File: config.mk
export PLATFORM = sky130hd
export DESIGN_NAME = cp0_exc_arbiter
export DESIGN_NICKNAME = d
export VERILOG_FILES = /design/src/rtl/cp0_exc_arbiter_pkg.sv /design/src/rtl/cp0_prio_enc.sv /design/src/rtl/cp0_exc_arbiter.sv
export SDC_FILE = /design/constraint.sdc
export NUM_CORES = 1
export LEC_CHECK = 0
export CAP_MARGIN = 20
export CORE_UTILIZATION = 36
export CTS_BUF_LIST = sky130_fd_sc_hd__clkbuf_4 sky130_fd_sc_hd__clkbuf_8 sky130_fd_sc_hd__clkbuf_16
export DETAILED_ROUTE_END_ITERATION = 7
export GPL_TIMING_DRIVEN = 0
export PLACE_DENSITY = 0.84
export RECOVER_POWER = 25
export SYNTH_ARGS = -nofsm -noshare
export SYNTH_HDL_FRONTEND = slang
export SYNTH_HIERARCHICAL = 1
export SYNTH_SLANG_ARGS = --single-unit
export TNS_END_PERCENT = 1
File: constraint.sdc
create_clock -name clk -period 2.53 [get_ports clk]
set_input_delay 0.506 -clock clk [delete_from_list [all_inputs] [get_ports clk]]
set_output_delay 0.506 -clock clk [all_outputs]
set_load 0.02 [all_outputs]
File: src/rtl/cp0_exc_arbiter_pkg.sv
// Shared constants for the CP0 exception arbiter: FSM state encoding,
// cause codes, default handler vectors and the BD-slot PC helper.
package cp0_exc_arbiter_pkg;

    typedef enum logic [1:0] {
        ST_IDLE   = 2'd0,
        ST_SAVE   = 2'd1,
        ST_REDIR  = 2'd2,
        ST_UNWIND = 2'd3
    } exc_state_e;

    localparam logic [4:0] CAUSE_INT  = 5'd0;
    localparam logic [4:0] CAUSE_ADEL = 5'd4;
    localparam logic [4:0] CAUSE_ADES = 5'd5;
    localparam logic [4:0] CAUSE_SYS  = 5'd8;
    localparam logic [4:0] CAUSE_BP   = 5'd9;
    localparam logic [4:0] CAUSE_RI   = 5'd10;
    localparam logic [4:0] CAUSE_OV   = 5'd12;

    localparam logic [31:0] VEC_EXC_DEF   = 32'hBFC0_0380;
    localparam logic [31:0] VEC_NEST_DEF  = 32'hBFC0_0400;
    localparam logic [31:0] VEC_FATAL_DEF = 32'hBFC0_0480;

    // A faulting delay-slot instruction is restarted from its branch.
    function automatic logic [31:0] save_pc(input logic [31:0] pc, input logic bd);
        return bd ? (pc - 32'd4) : pc;
    endfunction

endpackage

File: src/rtl/cp0_prio_enc.sv
// Fixed-priority encoder: bit 0 of req_i has the highest priority.
// Produces a one-hot grant and the binary index of the winner.
module cp0_prio_enc #(
    parameter int N     = 9,
    parameter int IDX_W = (N > 1) ? $clog2(N) : 1
) (
    input  logic [N-1:0]     req_i,
    output logic [N-1:0]     grant_o,
    output logic [IDX_W-1:0] idx_o
);

    logic found;

    // Scan from index 0 upward; the first set request wins.
    always_comb begin
        grant_o = '0;
        idx_o   = '0;
        found   = 1'b0;
        for (int i = 0; i < N; i++) begin
            if (req_i[i] && !found) begin
                grant_o[i] = 1'b1;
                idx_o      = IDX_W'(i);
                found      = 1'b1;
            end
        end
    end

endmodule

File: src/rtl/cp0_exc_arbiter.sv
// CP0 exception arbiter/sequencer. Picks the winning exception, drives the
// EPC / nested-EPC hardware write strobes, tracks nesting depth and
// redirects fetch; ERET unwinds one level using the saved EPC.
// Optional statistics counter: define CP0_EXC_STATS_EN to build exc_count.
//
// Handshake: there is no back-pressure. Requests (exc_req, int_req, eret)
// are sampled only while busy is low; once accepted, every sequence runs
// to completion in fixed cycles and requests seen while busy are dropped.
module cp0_exc_arbiter
    import cp0_exc_arbiter_pkg::*;
#(
    parameter int          NUM_SRC   = 8,
    parameter int          MAX_NEST  = 2,
    parameter logic [31:0] VEC_EXC   = VEC_EXC_DEF,
    parameter logic [31:0] VEC_NEST  = VEC_NEST_DEF,
    parameter logic [31:0] VEC_FATAL = VEC_FATAL_DEF
) (
    input  logic                   clk,
    input  logic                   rst,
    input  logic [NUM_SRC-1:0]     exc_req,
    input  logic [5*NUM_SRC-1:0]   exc_code_in,
    input  logic                   int_req,
    input  logic [31:0]            pc_m,
    input  logic                   bd_m,
    input  logic                   eret,
    input  logic [31:0]            epc_rd,
    input  logic [31:0]            nepc_rd,
    output logic                   epc_we_h,
    output logic                   nepc_we_h,
    output logic [31:0]            pc_save,
    output logic                   bd_save,
    output logic [4:0]             exc_code,
    output logic                   flush,
    output logic                   redirect,
    output logic [31:0]            redirect_pc,
    output logic [1:0]             nest_lvl,
    output logic                   nest_ovf,
    output logic                   busy,
    output logic [15:0]            exc_count,
    output exc_state_e             dbg_state
);

    localparam int          IDX_W   = $clog2(NUM_SRC + 1);
    localparam logic [1:0]  LVL_MAX = 2'(MAX_NEST);

    exc_state_e  state_q, state_d;
    logic [4:0]  code_q, code_d;
    logic [31:0] pcs_q, pcs_d;
    logic        bds_q, bds_d;
    logic [1:0]  lvl_q, lvl_d;
    logic        ovf_q, ovf_d;

    logic [NUM_SRC:0] req_vec;
    logic [NUM_SRC:0] grant;
    logic [IDX_W-1:0] win_idx;
    logic [4:0]       win_code;

    // Interrupt sits above the synchronous sources, so it loses to all of them.
    assign req_vec = {int_req, exc_req};

    cp0_prio_enc #(
        .N     (NUM_SRC + 1),
        .IDX_W (IDX_W)
    ) u_prio (
        .req_i   (req_vec),
        .grant_o (grant),
        .idx_o   (win_idx)
    );

    // Cause code of the winner; the interrupt slot maps to CAUSE_INT.
    always_comb begin
        win_code = CAUSE_INT;
        for (int i = 0; i < NUM_SRC; i++) begin
            if (win_idx == IDX_W'(i)) begin
                win_code = exc_code_in[5*i +: 5];
            end
        end
    end

    // Next-state and output decode for the sequencer.
    always_comb begin
        state_d     = state_q;
        code_d      = code_q;
        pcs_d       = pcs_q;
        bds_d       = bds_q;
        lvl_d       = lvl_q;
        ovf_d       = ovf_q;
        epc_we_h    = 1'b0;
        nepc_we_h   = 1'b0;
        flush       = 1'b0;
        redirect    = 1'b0;
        redirect_pc = 32'h0;
        case (state_q)
            ST_IDLE: begin
                if (|grant) begin
                    state_d = ST_SAVE;
                    code_d  = win_code;
                    pcs_d   = save_pc(pc_m, bd_m);
                    bds_d   = bd_m;
                end else if (eret) begin
                    state_d = ST_UNWIND;
                end
            end
            ST_SAVE: begin
                flush = 1'b1;
                if (lvl_q == 2'd0) begin
                    epc_we_h = 1'b1;
                end else if (lvl_q == 2'd1 && MAX_NEST == 2) begin
                    nepc_we_h = 1'b1;
                end
                if (lvl_q == LVL_MAX) begin
                    ovf_d = 1'b1;
                end
                state_d = ST_REDIR;
            end
            ST_REDIR: begin
                flush    = 1'b1;
                redirect = 1'b1;
                // Level has not moved yet, so lvl_q is the level before entry.
                if (lvl_q == 2'd0) begin
                    redirect_pc = VEC_EXC;
                end else if (lvl_q == LVL_MAX) begin
                    redirect_pc = VEC_FATAL;
                end else begin
                    redirect_pc = VEC_NEST;
                end
                if (lvl_q != LVL_MAX) begin
                    lvl_d = lvl_q + 2'd1;
                end
                state_d = ST_IDLE;
            end
            ST_UNWIND: begin
                flush       = 1'b1;
                redirect    = 1'b1;
                redirect_pc = (lvl_q == 2'd2) ? nepc_rd : epc_rd;
                if (lvl_q != 2'd0) begin
                    lvl_d = lvl_q - 2'd1;
                end
                state_d = ST_IDLE;
            end
            default: begin
                state_d = ST_IDLE;
            end
        endcase
    end

    // State, latched exception context, nesting level and overflow flag.
    always_ff @(posedge clk or negedge rst) begin
        if (!rst) begin
            state_q <= ST_IDLE;
            code_q  <= 5'd0;
            pcs_q   <= 32'h0;
            bds_q   <= 1'b0;
            lvl_q   <= 2'd0;
            ovf_q   <= 1'b0;
        end else begin
            state_q <= state_d;
            code_q  <= code_d;
            pcs_q   <= pcs_d;
            bds_q   <= bds_d;
            lvl_q   <= lvl_d;
            ovf_q   <= ovf_d;
        end
    end

    assign pc_save   = pcs_q;
    assign bd_save   = bds_q;
    assign exc_code  = code_q;
    assign nest_lvl  = lvl_q;
    assign nest_ovf  = ovf_q;
    assign busy      = (state_q != ST_IDLE);
    assign dbg_state = state_q;

`ifdef CP0_EXC_STATS_EN
    logic [15:0] cnt_q, cnt_d;

    // SAVE lasts exactly one cycle, so each SAVE cycle is one taken exception.
    always_comb begin
        cnt_d = cnt_q;
        if (state_q == ST_SAVE && cnt_q != 16'hFFFF) begin
            cnt_d = cnt_q + 16'd1;
        end
    end

    // Saturating taken-exception counter.
    always_ff @(posedge clk or negedge rst) begin
        if (!rst) begin
            cnt_q <= 16'h0;
        end else begin
            cnt_q <= cnt_d;
        end
    end

    assign exc_count = cnt_q;
`else
    assign exc_count = 16'h0000;
`endif

endmodule

==> metrics.txt <==
Syn-to-layout area delta 76.45%; Max Clk Rate around 400 MHz; Lkg Pwr between 2 and 3 nW; Sw Pwr roughly 2.3 mW; final hold viol count 0; Overall Power 5.330 mW; Max rail drop VDD ~500 µV; number of I/O pins 245; RD Place Congestion 0.8619; DRT Pass-1 Iters 5; Clock Skew ~10 ps; clk_lat worst skew 290 ps; die width 101.8 µm; synthesized area 3586 µm²; vias 4019; Routed met3 length between 800 and 900 µm; clk sinks 43; slack of the critical path 37.67 ps; delay-heaviest family, CP simple AND/OR/NAND/NOR gates; Synth cell types 60; H-tree depth 2; drt total wl between 10000 and 15000 µm; Synth async-reset ratio 100.0%; number of diodes 0; DRT antenna net count 0; WP data required 2700 ps; grt ovf 0; power share of the clock group 9.9%; Post-synth EDFFs 0; syn avg cell area 8.378 µm²; initial core utilization 36.86%; Yosys Warn Count 6; status finished, final reports clean; DR WL/cell 15.29 µm; Comb pwr share 66.5%; fin crit period 2492 ps; crit path DAT 2660 ps; DRC errors left 0; die area 10360 µm²; CTS tree built; vias per cell between 4 and 5; CTS root buf clkbuf_8; internal power 2.995 mW; Syn Inst Count 428; Metal-1 WL 4732 µm; sequential share of power roughly a quarter; Die H 101.8 µm; crit end category flip-flop; initial antenna violation count 0; pin count of the biggest net entering global routing 30; CP max stage delay 620 ps; hold slack 252.8 ps; port bufs approximately 230; vias in the first global route 3902; Seq cells post-synth 43; HP Class input pin to async pin; highest metal used met4; period utilisation layout 98.51%; Critical Path Start Type input pin; Power Dens Cells 842.3 nW/µm²; layout cell share with drive strength beyond 1 11.56%; nets@finish 828; Total GRT Usage 22.89%; # setup viols final 0; core outline area roughly 9700 µm²; Clock Path Buffers 2; clk slew on worst S/H paths ~80 ps; worst-path cell chain clkdlybuf4s50_1, or4_1, or4_4, buf_6, nor4_4, xnor2_1, o21ai_2; register area share after synthesis between 30% and 40%; CP max FO 7; DR iter-0 viols 91; Max-Slew Margin vs Limit 10.09%; Slew @ Worst Pin 1349 ps; Hold Buf Count CTS 0; Worst Path Buf+Inv 2; global-route wire length before repair between 15000 and 20000 µm; slowest stage cell on the critical path or4_1; Switching Fraction roughly 44%; Non-Filler Instances 808; critical path type input pin to flip-flop; fin. max-slew vios 0; dpl ws -931.0 ps; row count 36; multi-input logic area 2337 µm²; placed insts 804; RSZ-0062 raised after global routing yes; Synth Flop Type dfrtp_1; CTS Buf Count 5; Detailed Place HPWL a little over 10000 µm; FILL cells between 800 and 900; metal2 WL between 6000 and 7000 µm; max-cap violation count 0; Final Util 65.03%; Reg area 1076 µm²
-- final timing paths --
path | start | end | slack (ps) | depth (start not counted)
setup reg to reg | dbg_state[0] | pc_save[20] | 750 | 6
hold / removal | rst | pc_save[12] | 250 | 1
setup / recovery | pc_m[12] | pc_save[20] | 40 | 7
hold reg to reg | nest_ovf | nest_ovf | 460 | 1
max in group asynchronous | rst | pc_save[1] | 450 | 2
min in group clk | nest_ovf | nest_ovf | 460 | 1
-- per-layer routing --
metal,track usage (%),up-vias
li1,-,1954
met1,24.51,1880
met2,43.56,154
met3,4.555,31
met4,9.253,0
met5,0,-
-- cells in the final DEF (no fill, tap or decap), drive strengths merged, types with 7 or more instances in the layout --
cell type	n
nand2	56
xor2	15
inv	12
nand3	7
o21ai	39
a21oi	11
clkdlybuf4s50	186
conb	16
nor2	44
dlygate4sd2	16
buf	28
dfrtp	43
nor3	10
nor4	7
dlymetal6s2s	22
xnor2	13
clkbuf	21
a21boi	10
mux2i	37
-- cells by family after synthesis --
logic type / synth area share, %
adder cells (fa/ha/maj): 1.396
other: 0.1046
multiplexers: 12.84
XOR/XNOR: 6.839
buffers and inverters: 8.095
AO/OA/AOI/OAI: 14.17
AND/OR/NAND/NOR: 26.55
flip-flops: 30.01
-- cells in the mapped netlist (5+ instances only) --
cell,number,area share [%]
dfrtp_1,43,30
o21ai_0,32,4.5
mux2i_1,37,10
buf_4,18,3.8
a21boi_0,9,1.9
xor2_1,15,3.7
clkbuf_1,21,2.2
nor2_1,44,4.6
a21oi_1,11,1.5
xnor2_1,13,3.2
inv_1,12,1.3
nand2_1,56,5.9
nand3_1,7,0.98
nor3_1,8,1.1
nor4b_1,5,1.2
nand4b_1,6,1.5
-- state kept, by name, indices dropped and copies added, names as in the netlist --
name       count
pc_save       32
nest_lvl       2
dbg_state      2
exc_code       5
nest_ovf       1
bd_save        1
-- per-stage QoR --
stage / cell area [µm²] / setup TNS (ps)
final: 6327 / 0
after global routing: 6327 / -127.6
after CTS: 6256 / -2238
after detailed placement: 6096 / -40200
after global placement: 6081 / -46160
after floorplan: 3642 / -446.7
-- cell type report --
cell class	instances	share of cell area, %
Inverter	12	0.7119
Tap cell	133	2.630
Clock buffer	6	1.206
Sequential cell	43	17.01
Clock inverter	1	0.4746
Multi-Input combinational cell	343	36.94
Timing Repair Buffer	228	36.56
Buffer	42	4.469
-- power by group through the flow --
stage,Sequential (mW),Clock (mW),Combinational [mW]
global placement,1.23,0,3.50
floorplan,1.64,0,1.49
detailed placement,1.25,0,3.58
CTS,1.24,0.538,3.57
finish,1.26,0.530,3.54
global route,1.30,0.569,3.81
-- repair_timing --
action | in CTS | in global routing
setup buffers | 0 | 0
gates resized for setup | 48 | 42
pin swaps | 2 | 4
setup endpoints to repair | 71 | 69
Power figures use the tool's default switching activity.
